**config.mk**
```make
export PLATFORM = sky130hd
export DESIGN_NAME = cycle_sequencer
export DESIGN_NICKNAME = d
export VERILOG_FILES = /design/src/rtl/tb4004_pkg.sv /design/src/rtl/cycle_sequencer_phase_counter.sv /design/src/rtl/cycle_sequencer.sv
export SDC_FILE = /design/constraint.sdc
export NUM_CORES = 1
export LEC_CHECK = 0
export ABC_AREA = 1
export CORE_MARGIN = 3
export CORE_UTILIZATION = 44
export DETAILED_ROUTE_END_ITERATION = 8
export PLACE_DENSITY = 0.77
export SKIP_LAST_GASP = 1
export SLEW_MARGIN = 20
export SYNTH_ARGS = -nofsm -noshare
export SYNTH_HDL_FRONTEND = slang
export SYNTH_HIERARCHICAL = 1
export SYNTH_SLANG_ARGS = --single-unit
```
**constraint.sdc**
```tcl
create_clock -name clk -period 1.66 [get_ports clk]
set_input_delay 0.498 -clock clk [delete_from_list [all_inputs] [get_ports clk]]
set_output_delay 0.498 -clock clk [all_outputs]
set_load 0.05 [all_outputs]
```
**src/rtl/tb4004_pkg.sv**
```systemverilog
// Shared constants, state type and opcode decode for the TB4004 instruction sequencer.
package tb4004_pkg;

  localparam logic [2:0] A1 = 3'd0;
  localparam logic [2:0] A2 = 3'd1;
  localparam logic [2:0] A3 = 3'd2;
  localparam logic [2:0] M1 = 3'd3;
  localparam logic [2:0] M2 = 3'd4;
  localparam logic [2:0] X1 = 3'd5;
  localparam logic [2:0] X2 = 3'd6;
  localparam logic [2:0] X3 = 3'd7;

  localparam logic [3:0] NOP = 4'h0;
  localparam logic [3:0] JCN = 4'h1;
  localparam logic [3:0] H2  = 4'h2;
  localparam logic [3:0] H3  = 4'h3;
  localparam logic [3:0] JUN = 4'h4;
  localparam logic [3:0] JMS = 4'h5;
  localparam logic [3:0] INC = 4'h6;
  localparam logic [3:0] ISZ = 4'h7;
  localparam logic [3:0] ADD = 4'h8;
  localparam logic [3:0] SUB = 4'h9;
  localparam logic [3:0] LD  = 4'hA;
  localparam logic [3:0] XCH = 4'hB;
  localparam logic [3:0] BBL = 4'hC;
  localparam logic [3:0] LDM = 4'hD;
  localparam logic [3:0] E_  = 4'hE;
  localparam logic [3:0] F_  = 4'hF;

  typedef enum logic {
    WORD1 = 1'b0,
    WORD2 = 1'b1
  } seqState_t;

  // H2 with even OPA is FIM (two words); odd OPA is SRC (one word).
  function automatic logic isTwoByte(input logic [3:0] opr, input logic [3:0] opa);
    logic result;
    result = 1'b0;
    case (opr)
      JCN, JUN, JMS, ISZ: result = 1'b1;
      H2:                 result = ~opa[0];
      default:            result = 1'b0;
    endcase
    return result;
  endfunction

  // H3 with odd OPA is JIN, which jumps from the first word.
  function automatic logic isJin(input logic [3:0] opr, input logic [3:0] opa);
    return (opr == H3) && opa[0];
  endfunction

endpackage

```
**src/rtl/cycle_sequencer_phase_counter.sv**
```systemverilog
// Eight-phase wrap counter (A1..X3) with freeze input; sync is registered so it lines up with X3.
module phase_counter
  import tb4004_pkg::*;
#(
  parameter int CYCLE_W = 3
) (
  input  logic               clk,
  input  logic               rstN,
  input  logic               advance,
  output logic [CYCLE_W-1:0] cycle,
  output logic               sync,
  output logic               lastPhase
);

  logic [CYCLE_W-1:0] cycleReg;
  logic [CYCLE_W-1:0] cycleNext;
  logic               syncReg;

  assign cycleNext = cycleReg + CYCLE_W'(1);

  always_ff @(posedge clk or negedge rstN) begin
    if (!rstN) begin
      cycleReg <= '0;
      syncReg  <= 1'b0;
    end else if (advance) begin
      cycleReg <= cycleNext;
      syncReg  <= (cycleNext == CYCLE_W'(X3));
    end
  end

  assign cycle     = cycleReg;
  assign sync      = syncReg;
  assign lastPhase = (cycleReg == CYCLE_W'(X3));

endmodule

```
**src/rtl/cycle_sequencer.sv**
```systemverilog
// TB4004 instruction-cycle sequencer: phase/word FSM, OPR/OPA/immediate latches and PC strobes.
// Optional build macro SEQ_SINGLE_STEP_EN adds stepReq and halts after every instruction.
module cycle_sequencer
  import tb4004_pkg::*;
#(
  parameter int CYCLE_W = 3,
  parameter int IMM_W   = 8
) (
  input  logic               clk,
  input  logic               rstN,
  input  logic               holdN,
  input  logic [3:0]         romData,
  input  logic               ccIn,
  input  logic               iszNz,
`ifdef SEQ_SINGLE_STEP_EN
  input  logic               stepReq,
`endif
  output logic [CYCLE_W-1:0] cycle,
  output logic               sync,
  output logic [3:0]         opr,
  output logic [3:0]         opa,
  output logic [IMM_W-1:0]   imm,
  output logic               word2,
  output logic               pcInc,
  output logic               pcLoad,
  output logic               instrDone
);

  seqState_t          stateReg;
  logic [3:0]         oprReg;
  logic [3:0]         opaReg;
  logic [IMM_W-1:0]   immReg;
  logic               advance;
  logic               lastPhase;
  logic               endOfWord;
  logic               twoByte;
  logic               loadCond;
  logic               doneInt;

`ifdef SEQ_SINGLE_STEP_EN
  logic haltReg;

  // Halt wins over stepReq: a completed instruction always parks, even if stepReq is still high.
  always_ff @(posedge clk or negedge rstN) begin
    if (!rstN) begin
      haltReg <= 1'b1;
    end else if (doneInt) begin
      haltReg <= 1'b1;
    end else if (haltReg && stepReq) begin
      haltReg <= 1'b0;
    end
  end

  assign advance = holdN && !haltReg;
`else
  assign advance = holdN;
`endif

  phase_counter #(
    .CYCLE_W (CYCLE_W)
  ) uPhase (
    .clk       (clk),
    .rstN      (rstN),
    .advance   (advance),
    .cycle     (cycle),
    .sync      (sync),
    .lastPhase (lastPhase)
  );

  // Strobes are qualified by advance, so each fires only on the clock that leaves its phase.
  assign endOfWord = advance && lastPhase;
  assign twoByte   = isTwoByte(oprReg, opaReg);

  always_comb begin
    loadCond = 1'b0;
    if (stateReg == WORD2) begin
      case (oprReg)
        JUN, JMS: loadCond = 1'b1;
        JCN:      loadCond = ccIn;
        ISZ:      loadCond = iszNz;
        default:  loadCond = 1'b0;
      endcase
    end else begin
      loadCond = isJin(oprReg, opaReg);
    end
  end

  assign doneInt = endOfWord && ((stateReg == WORD2) || !twoByte);

  always_ff @(posedge clk or negedge rstN) begin
    if (!rstN) begin
      stateReg <= WORD1;
    end else if (endOfWord) begin
      stateReg <= ((stateReg == WORD1) && twoByte) ? WORD2 : WORD1;
    end
  end

  always_ff @(posedge clk or negedge rstN) begin
    if (!rstN) begin
      oprReg <= '0;
      opaReg <= '0;
      immReg <= '0;
    end else if (advance) begin
      if (cycle == CYCLE_W'(M1)) begin
        if (stateReg == WORD1) begin
          oprReg <= romData;
        end else begin
          immReg[IMM_W-1 -: 4] <= romData;
        end
      end else if (cycle == CYCLE_W'(M2)) begin
        if (stateReg == WORD1) begin
          opaReg <= romData;
        end else begin
          immReg[3:0] <= romData;
        end
      end
    end
  end

  assign opr       = oprReg;
  assign opa       = opaReg;
  assign imm       = immReg;
  assign word2     = (stateReg == WORD2);
  assign pcInc     = advance && (cycle == CYCLE_W'(A3));
  assign pcLoad    = endOfWord && loadCond;
  assign instrDone = doneInt;

endmodule

```
==> Word-level counts from Yosys, hierarchy flattened <==
Cells that the tools add are included.
{ "word_totals": {"reg_bits": 21, "out_inout_bits": 24} }
{ "classes": {"addsub": 1, "n_eq_ne": 11, "mux": 4, "bitwise_logic": 3, "n_reduce_logical": 14} }
{ "ops": {"columns": ["cell", "n"], "rows": [
  ["4-bit by 3-bit == test with 1-bit output (second input constant)", 3],
  ["3-bit == test (second input constant)", 3],
  ["4-bit by 2-bit == test with 1-bit output (second input constant)", 2],
  ["4-bit AND reduction", 2],
  ["3-bit by 2-bit == test with 1-bit output (second input constant)", 2],
  ["1-bit logical AND", 6],
  ["3-bit AND reduction", 2],
  ["4-bit by 1-bit == test with 1-bit output (second input constant)", 1],
  ["4-bit OR reduction", 1],
  ["3-bit by 1-bit adder with 3-bit output (second input constant)", 1],
  ["1-bit inverter", 3],
  ["1-bit one-hot mux with 3 select lines", 1],
  ["1-bit 2-to-1 mux", 2],
  ["1-bit one-hot mux with 2 select lines", 1],
  ["2-bit OR reduction", 1],
  ["1-bit zero test", 1],
  ["1-bit logical OR", 1]
]} }

==> Depth between registers and ports, before layout <==
Gate-level depths: netlist of run 1.
{ "depth": {"ltp_word": 6, "mapped_depth": 6} }

==> By module <==
Netlist of run 1, hierarchy kept.
{ "by_module_without_submodules": {"columns": ["mod", "instances", "cells_each", "area_per_inst_um2", "seq_area_each_um2"], "rows": [
  ["cycle_sequencer", 1, 96, 794.5, 425.4],
  ["phase_counter", 1, 22, 195.2, 100.1]
]} }

==> Least setup slack after synthesis of run 1 <==
OpenSTA, ideal clock, no wires.
{ "synth_path": {"path_type": "flip-flop to output port", "startpoint": "reg uPhase.cycleReg[0], in the netlist uPhase/cycle[0]", "endpoint": "out instrDone", "arrival_time_ns": 1.927, "required_time_ns": 1.162, "setup_slack_ns": -0.765, "stages_incl_launch_ff": 5, "path_buffers": 0, "path_cell_list": "dfrtp_1 > ha_1 > ha_1 > nand2_1 > a21oi_1"} }
{ "synth_via": {"elab_chain_cells": 3} }
{ "synth_rtl": {"columns": ["element", "line_no", "text"], "rows": [
  ["from (decl)", "cycle_sequencer_phase_counter.sv:15", "logic [CYCLE_W-1:0] cycleReg;"],
  ["from (signal assigned)", "cycle_sequencer_phase_counter.sv:26", "cycleReg <= cycleNext;"],
  ["3-bit == test", "cycle_sequencer_phase_counter.sv:33", "assign lastPhase = (cycleReg == CYCLE_W'(X3));"],
  ["named net lastPhase", "cycle_sequencer.sv:34", "logic lastPhase;"],
  ["1-bit logical AND", "cycle_sequencer.sv:71", "assign endOfWord = advance && lastPhase;"],
  ["1-bit logical AND", "cycle_sequencer.sv:88", "assign doneInt = endOfWord && ((stateReg == WORD2) || !twoByte);"],
  ["to (decl)", "cycle_sequencer.sv:26", "output logic instrDone"]
]} }
The timed path passes the listed nets, and every way through them passes these cells.

==> Worst setup path in the final report of run 1 <==
Ends and elaborated chain as after synthesis.

==> impl_metrics.toml, run 1 <==
[outcome]
status = "complete, but fails checks"
violations = "negative setup slack"

[route]
finalWirelength_mm = 3.002
first_pass_iters = 4
routed-via-count = 1003
ant_nets = 0
drt_iter0_drc = 20
via_per_inst = 5.091
wire_per_inst_um = 15.24
drc = 0

[timing]
fin_crit_sh_pct = 117.3
hold_viol = 0
tightest_slew_ps = 273.2
final.setup.tns_ps = -794.6
slew_violations = 0
clock_skew_ps = 8.343
timing.hold.ws_ps = 525.4
rsz0062_at_grt = "true"
max-slew-margin-rel_pct = 81.78
max_freq_ghz = 0.5134
min_period_ps = 1948
finalSetupViolations = 4
setup_ws_ps = -287.7

[place]
placed_cells = 183
place_ws_ps = -421.0
dpl-instance-area_um2 = 1713
dp.final_hpwl_mm = 2.026
io_buffers = 32
gp_congestion = 0.7099

[finish]
n_fill_cell = 81
utilization_pct = 89.89
diodes = 0
area_delta_synth_final_pct = 85.46
fin_nets = 183
multi_input_area_um2 = 488.0
final_cells = 197
final_cell_area_um2 = 1836
regArea_um2 = 539.3
layout-drive-gt1-share_pct = 41.76

[logic_synthesis]
syn_inst = 118
ys_types = 18
synth_xor_area_share_pct = 0
avgSynthCellArea_um2 = 8.387
netlist_area_um2 = 989.7
synth_adder_area_share_pct = 3.793
synth_top_family_by_area = "simple AND/OR/NAND/NOR gates"
synth_seq_area_share_pct = 53.10
synth_seq_cells = 21
synth_mux_area_share_pct = 0
synth_nets = 130
synth_compound_gate_area_share_pct = 9.355
yosysWarnings = 6
synthSimpleGateAreaFrac_pct = 28.07

[clock_network]
cts_buffer_depth = 2
clock_latency_ps = 310
cts_sinks = 21
cts_tree = "built"
cts_buffers = 3
htree_levels = 1
cts_root_buf = "clkbuf_4"
clkTransAtPathRegs_ps = 120

[power]
ir_worst_vdd_mv = 1.412
power.density_nw_per_um2 = 2009
p_total_mw = 3.688
leakage_nw = 0.8800

[worst_setup_path]
crit_arrival_ps = 1450
end_kind = "output pin"
startpoint = "uPhase/cycle[0]"
start_kind = "flip-flop"
reg2reg_from = "uPhase/cycle[0]"
ff2ff_path_depth = 8
critPathKind = "flip-flop to output pin"
crit_fanout = 4
ff2ff_setup_slack_ps = 110
worstPathRequired_ps = 1160

[global_route]
grt.total_usage_pct = 22.89
grt_pass1_vias = 1053
grt_max_degree = 22
grt-ovfl-total = 0
grt_pass1_wl_mm = 4.643
antenna_found_initial = 0

[die]
die_w_um = 53.43
die_area_um2 = 2854
core-area_um2 = 2042
num_rows = 16
initial_utilization_pct = 48.47
io_pins = 33
die_y_um = 53.43

[job]
max-cap-violations = 0

[hold_path]
hp-class = "primary input to async pin"
-- final cells by class --
cell class	count	share of cell area (%)
Clock buffer	4	1.431
Timing Repair Buffer	48	37.70
Sequential cell	21	29.38
Multi-Input combinational cell	82	26.58
Inverter	15	3.067
Tap cell	27	1.840
-- layer usage --
layer | track usage, % | share of wire, % | vias to the layer above
met4 | 9.787 | 1.9 | 0
met2 | 40.00 | 54 | 31
met3 | 3.662 | 4.4 | 6
li1 | - | - | 481
met1 | 27.30 | 40 | 485
met5 | 0 | 0 | -
-- state kept, by name, indices dropped and copies added (netlist names) --
signal and flops:
imm 8, opa 4, opr 4, uPhase/cycle 3
uPhase/sync 1, word2 1
-- power breakdown --
group | switching (mW) | leakage (nW) | internal, mW | total, mW
registers | 0.266 | 0.261 | 0.719 | 0.985
logic | 1.31 | 0.604 | 1.15 | 2.46
clock network | 0.153 | 0.0150 | 0.0938 | 0.247
total | 1.73 | 0.880 | 1.96 | 3.69
-- synth_stat cells --
library cell,count,share of area (%)
a21oi_1,1,0.51
nand2_2,1,0.63
nand2_1,40,15
nand3_1,6,3.0
o21a_1,1,0.76
nor2_2,2,1.3
ha_1,3,3.8
nand3_2,2,2.0
o21ai_1,12,6.1
nor3_1,1,0.51
inv_2,2,0.76
o21ai_0,4,2.0
nor2_4,1,1.1
nand2_4,1,1.1
nand4_1,2,1.3
inv_1,13,4.9
dfrtp_1,21,53
nor2_1,5,1.9
-- cell usage in the layout, fill, tap and decap left out --
cell type / n
nor2_4: 3
o21a_1: 1
nand2_1: 38
nand3_1: 5
nand2_4: 2
buf_6: 2
nor2_1: 2
o21ai_0: 4
ha_1: 1
nor3_4: 1
nand3_2: 3
ha_4: 2
nand2_2: 2
nor2_2: 3
dfrtp_1: 12
nand4_1: 2
dlygate4sd2_1: 3
a21oi_4: 1
buf_8: 1
dfrtp_2: 8
inv_1: 13
buf_4: 13
dfrtp_4: 1
clkbuf_4: 3
inv_2: 2
buf_12: 24
clkdlybuf4s50_1: 5
o21ai_1: 12
clkbuf_1: 1
-- critical path, stage by stage, from the launching register on --
cell	delay, ps
dfrtp_4	520
ha_4	170
ha_4	160
nand2_4	100
a21oi_4	50
buf_12	150
-- kinds of logic (layout without fill, tap and decap cells) --
family | Yosys count | count (layout)
buffers and inverters | 15 | 67
AOI/OAI and AO/OA | 18 | 18
DFF | 21 | 21
adders and majority gates | 3 | 3
and+or+nand+nor | 61 | 61
-- final timing paths --
| kind | end |
|---|---|
| max in group asynchronous | uPhase/cycle[0] |
| min in group clk | uPhase/sync |
| min | opr[0] |
| max | instrDone |
| max reg2reg | opa[2] |
| min reg2reg | uPhase/sync |
-- what timing repair did --
action                     in CTS  in global routing
buffers inserted                6                  4
gates resized for setup         7                  3
hold buffers                    0                  0
setup endpoints to repair       3                  4
pin swaps                       8                  3
Note: power is estimated with default switching activity, not from simulation.
==> run 2: changes to the inputs <==
--- a/config.mk
+++ b/config.mk
@@ -8,6 +8,7 @@
 export ABC_AREA = 1
 export CORE_MARGIN = 3
 export CORE_UTILIZATION = 44
+export CTS_CLUSTER_SIZE = 12
 export DETAILED_ROUTE_END_ITERATION = 8
 export PLACE_DENSITY = 0.77
 export SKIP_LAST_GASP = 1
==> results of run 2 <==
Same layout as run 1: the final DEF is identical, and so are final timing and power.
==> patch 1: new RTL, flow settings as in run 1 <==
Add a define of `SEQ_SINGLE_STEP_EN`.
--- a/src/rtl/cycle_sequencer.sv
+++ b/src/rtl/cycle_sequencer.sv
@@ -1,4 +1,6 @@
 // TB4004 instruction-cycle sequencer: phase/word FSM, OPR/OPA/immediate latches and PC strobes.
 // Optional build macro SEQ_SINGLE_STEP_EN adds stepReq and halts after every instruction.
+`define SEQ_SINGLE_STEP_EN
+
 module cycle_sequencer
   import tb4004_pkg::*;
Ports: changed (added stepReq); port bits go from 33 to 34. The function was not compared with the original's and may differ.
==> patch 1 against run 1 <==
- the flow still finishes with violations (negative setup slack)
- first-iteration DRC count rose by 15%
- routed wire length is 15% higher
- total power increased by 7.8%
- sequential cell count increased by 1
- via count is 8.0% higher
- die area rose by 4.6%
- area after synthesis increased by 5.2%
- sequential share of layout area down 0.25 points
- setup slack worse by 0.17 ns
- combinational power grew 7%
- design area rose by 5.5%
- count of clock-buffer cells in the layout did not move
==> patch 1: results (changes against run 1) <==
[power]
vdd_drop_max_mv=1.69  ; +20%
leakagePower_nw=0.929  ; +5.6%

[sta]
hold-worst-slack_ns=0.557  ; +0.0311 ns
setup_slack_ns=-0.456  ; -0.169 ns
slew_headroom_pct=78.3  ; -3.5 points
setup_viol=4  ; unchanged

[worst_setup_path]
max_stage_delay_ns=0.47  ; -0.05 ns
r2r_cells=9  ; +1
crit_family=buffers and inverters
critPathSlowestCell=clkdlybuf4s50_1
arrival_ns=1.62  ; +0.17 ns
r2r_end=word2
critPathMaxFanout=1  ; -3

[drt]
drt_first_pass_iters=5  ; +1
wl_per_cell_um=16.8  ; +9.9%
via_count=1083  ; +8.0%
first_iter_violations=23  ; +15%

[yosys]
synth_compound_area_share_pct=8.89  ; -0.46 points
yosysUniqueCellTypes=17  ; -1
yosys.area_share.adder_pct=3.61  ; -0.19 points
synthTopCellsByCount=42 x nand2_1, 21 x dfrtp_1, 15 x inv_1
synth_area_leaders=dfrtp_1 50%, nand2_1 15%, o21ai_1 6.7%
synth_edf_count=0  ; unchanged
syn_nets=137  ; +5.4%
seq_area_frac_synth_pct=53.0  ; -0.093 points
syn-instance-count=124  ; +5.1%

[placement]
routabilityCongestion=0.716  ; +0.87%
post-place-cells=195  ; +6.6%
placed_cell_area_mm2=0.00182  ; +6.2%
io_buffer_count=33  ; +3.1%

[global_routing]
grt_pass1_vias=1062  ; +0.85%
grt_use_total_pct=26.0  ; +3.1 points
grt_max_degree=23  ; +4.5%

[run_status]
status=complete, but fails checks
violations=negative setup slack

[clock_network]
clkTransAtPathRegs_ns=0.13
numCtsBuffers=3  ; unchanged
clock_latency_ns=0.33  ; +0.02 ns

[finish]
nNetsFinal=193  ; +5.5%
filler_cell_count=72  ; -11%
layout-drive-gt1-share_pct=46.4  ; +4.6 points

[patch 1: worst max-delay path by stage]
stage,from,cells past startpoint,to
after CTS,uPhase/cycle[0],7,instrDone
final,iszNz,8,pcLoad
after global placement,holdN,6,pcInc
after floorplan,holdN,4,pcInc
after global routing,iszNz,8,pcLoad
after detailed placement,holdN,6,pcInc
[patch 1: what timing repair did]
action | in CTS | in global routing
buffers inserted | 3 | 4
endpoints found under the hold margin | 0 | 0
setup endpoints to repair | 9 | 8
pin swaps | 2 | 3
gates resized for setup | 4 | 8
[patch 1: cells by family after synthesis]
family | Yosys count
AOI/OAI and AO/OA | 17
buffers and inverters | 18
adders and majority gates | 3
DFF | 22
and+or+nand+nor | 64
[patch 1: area by class of cell]
| cell class | count | area [um2] | area share (%) |
|---|---|---|---|
| Timing Repair Buffer | 51 | 704 | 36.4 |
| Clock buffer | 4 | 36.3 | 1.87 |
| Tap cell | 27 | 33.8 | 1.74 |
| Sequential cell | 22 | 564 | 29.1 |
| Multi-Input combinational cell | 84 | 514 | 26.6 |
| Inverter | 18 | 83.8 | 4.33 |
[patch 1: power breakdown]
group	switching, mW	internal (mW)	leakage [nW]
Combinational	1.43	1.20	0.634
Sequential	0.275	0.759	0.274
Clock	0.176	0.135	0.0210
Total	1.88	2.09	0.929
[patch 1: through the flow]
| step | TNS (ns) | power [mW] | worst slack (ns) |
|---|---|---|---|
| finish | -1.34 | 3.98 | -0.456 |
| global route | -1.60 | 4.19 | -0.518 |
| CTS | -1.19 | 3.87 | -0.416 |
| detailed placement | -7.65 | 3.53 | -0.608 |
| global placement | -5.77 | 3.43 | -0.564 |
| floorplan | -0.511 | 2.23 | -0.223 |
[patch 1: layer usage]
metal | GRT usage (%) | vias to the layer above | share of wire (%) | routed length, um
met5 | 0 | - | 0 | 0
met4 | 14.9 | 0 | 3.2 | 112
met3 | 7.90 | 12 | 4.5 | 156
met2 | 44.1 | 42 | 56 | 1940
met1 | 28.4 | 526 | 36 | 1240
li1 | - | 503 | - | -
==> patch 2: new RTL, settings of run 1 <==
Made on the original files. Register the outputs `word2`, `pcInc`, `pcLoad` and `instrDone`, cleared by the reset; this adds one clock of latency there. The other outputs are not delayed to match.
--- a/src/rtl/cycle_sequencer.sv
+++ b/src/rtl/cycle_sequencer.sv
@@ -121,8 +121,17 @@
   assign opa       = opaReg;
   assign imm       = immReg;
-  assign word2     = (stateReg == WORD2);
-  assign pcInc     = advance && (cycle == CYCLE_W'(A3));
-  assign pcLoad    = endOfWord && loadCond;
-  assign instrDone = doneInt;
+  always_ff @(posedge clk or negedge rstN) begin
+    if (!rstN) begin
+      word2     <= '0;
+      pcInc     <= '0;
+      pcLoad    <= '0;
+      instrDone <= '0;
+    end else begin
+      word2     <= (stateReg == WORD2);
+      pcInc     <= advance && (cycle == CYCLE_W'(A3));
+      pcLoad    <= endOfWord && loadCond;
+      instrDone <= doneInt;
+    end
+  end
 
 endmodule
Function: changed (a bounded check fails within 4 cycles, from zero or initial values and one cycle with rstN low).
==> patch 2 against run 1 <==
- routed wire length down 22%
- clock skew fell by 0.0059 ns
- setup slack gained 0.40 ns
- area after synthesis rose by 10%
- count of clock-buffer cells in the layout down 1
- critical path depth is 4 lower
- synthesized cell count grew 3.4%
- total power down 8.3%
- global-route usage decreased by 6.1 points
- design area shrank 5.9%
- utilization decreased by 14 points
- sequential cell count rose by 4
==> patch 2: results (changes against run 1) <==
[worst_setup_path]
critPathMaxFanout=8  ; +4
arrival_ns=1.05  ; -0.40 ns
crit_family=flip-flops
rrSetupSlack_ns=0.34  ; +0.23 ns
critPathSlowestCell=dfrtp_1
max_stage_delay_ns=0.56  ; +0.04 ns

[global_routing]
grt_pass1_wl_um=4260  ; -8.3%
grt_max_degree=26  ; +18%
grt_use_total_pct=16.8  ; -6.1 points
grt_pass1_vias=960  ; -8.8%
antenna_found_initial=0  ; unchanged

[clock_network]
cts_setup_buffers=0  ; -6
cts_resized=0  ; -7
clockBufferDepth=2  ; unchanged
cts.htree.levels=1  ; unchanged
numCtsBuffers=3  ; unchanged
clock_latency_ns=0.31  ; about the same
clkTransAtPathRegs_ns=0.14  ; +0.02 ns
root_buffer=clkbuf_4

[yosys]
synth_area_leaders=dfrtp_1 57%, nand2_1 14%, o21ai_1 5.5%
synth_xor_area_share_pct=0  ; unchanged
yosysUniqueCellTypes=18  ; unchanged
synthTopCellsByCount=40 x nand2_1, 25 x dfrtp_1, 13 x inv_1
seq_area_frac_synth_pct=57.4  ; +4.3 points
synth_warnings=6  ; unchanged
synth_compound_area_share_pct=8.50  ; -0.86 points
async_flop_share_pct=100  ; unchanged
synth.area.mux_share_pct=0  ; unchanged
yosys.area_share.adder_pct=3.44  ; -0.35 points
syn_nets=134  ; +3.1%
synthFlopType=dfrtp_1

[placement]
routabilityCongestion=0.730  ; +2.8%
placed_cell_area_mm2=0.00170  ; -0.73%
io_buffer_count=32  ; unchanged
hpwl_um=1870  ; -7.9%

[sta]
slew_headroom_pct=78.5  ; -3.3 points
setup_viol=0  ; -4
fin_skew_ns=0.00246  ; -0.00588 ns
hold-worst-slack_ns=0.533  ; +0.00745 ns

[finish]
seq_area_um2=626  ; +16%
largest_reg_flops=8  ; unchanged
antenna_cells=0  ; unchanged
layout-drive-gt1-share_pct=24.4  ; -17 points
filler_cell_count=147  ; +81%
nNetsFinal=173  ; -5.5%

[power]
vdd_drop_max_mv=1.33  ; -6.2%
intPower_mw=1.81  ; -7.6%
leakagePower_nw=0.854  ; -3.0%

[run_status]
status=complete, no violations

[drt]
drt_first_pass_iters=4  ; unchanged
wl_per_cell_um=12.5  ; -18%
first_iter_violations=14  ; -30%
route.detailed.vias_per_inst=4.95  ; -2.8%

[hold_path]
min_path_type=in2async

patch 2: changes by cell type after synthesis, sizes merged:
cell and delta:
dfrtp +4
patch 2: routing by layer:
layer	track usage (%)	part of all wire (%)	up-vias
met5	0	0	-
met4	3.82	0.55	0
met3	4.41	5.7	2
met2	28.0	51	21
met1	21.9	43	441
li1	-	-	466
patch 2: logic make-up (layout without fill, tap and decap cells):
kind of cell,count (synthesis),count (layout)
simple gates,61,61
flops,25,25
compound gates,18,18
buf+inv,15,53
fa+ha+maj,3,3
patch 2: worst paths after layout:
| kind | depth (start not counted) | start | end |
|---|---|---|---|
| min in group clk | 0 | stateReg | word2 |
| max in group asynchronous | 2 | rstN | uPhase/cycle[0] |
| hold / removal | 2 | rstN | opr[2] |
| hold reg to reg | 0 | stateReg | word2 |
| setup reg to reg | 6 | uPhase/cycle[0] | stateReg |
| setup / recovery | 1 | uPhase/cycle[0] | cycle[0] |
patch 2: area by class of cell:
type,instances,area share [%]
clock inverters,1,0.290
clock buffers,3,1.30
repair buffers,34,33.3
multi-input cells,82,23.6
inverters,15,3.26
well taps,28,2.03
flip-flops and latches,25,36.2
patch 2: stage by stage:
step	setup slack [ns]	TNS, ns	power [mW]	std cells
after floorplan	0.230	0	2.07	122
after global placement	-0.00860	-0.0240	3.09	184
after detailed placement	-0.0532	-0.116	3.14	184
after CTS	0.110	0	3.41	188
after global routing	0.0696	0	3.57	188
final	0.116	0	3.38	188
patch 2: power groups by stage:
stage               logic [mW]  registers (mW)  clock network (mW)
floorplan                0.395            1.68                   0
global placement          1.96            1.13                   0
detailed placement        2.00            1.14                   0
CTS                       2.00            1.13               0.272
global route              2.10            1.17               0.293
finish                    1.98            1.13               0.267
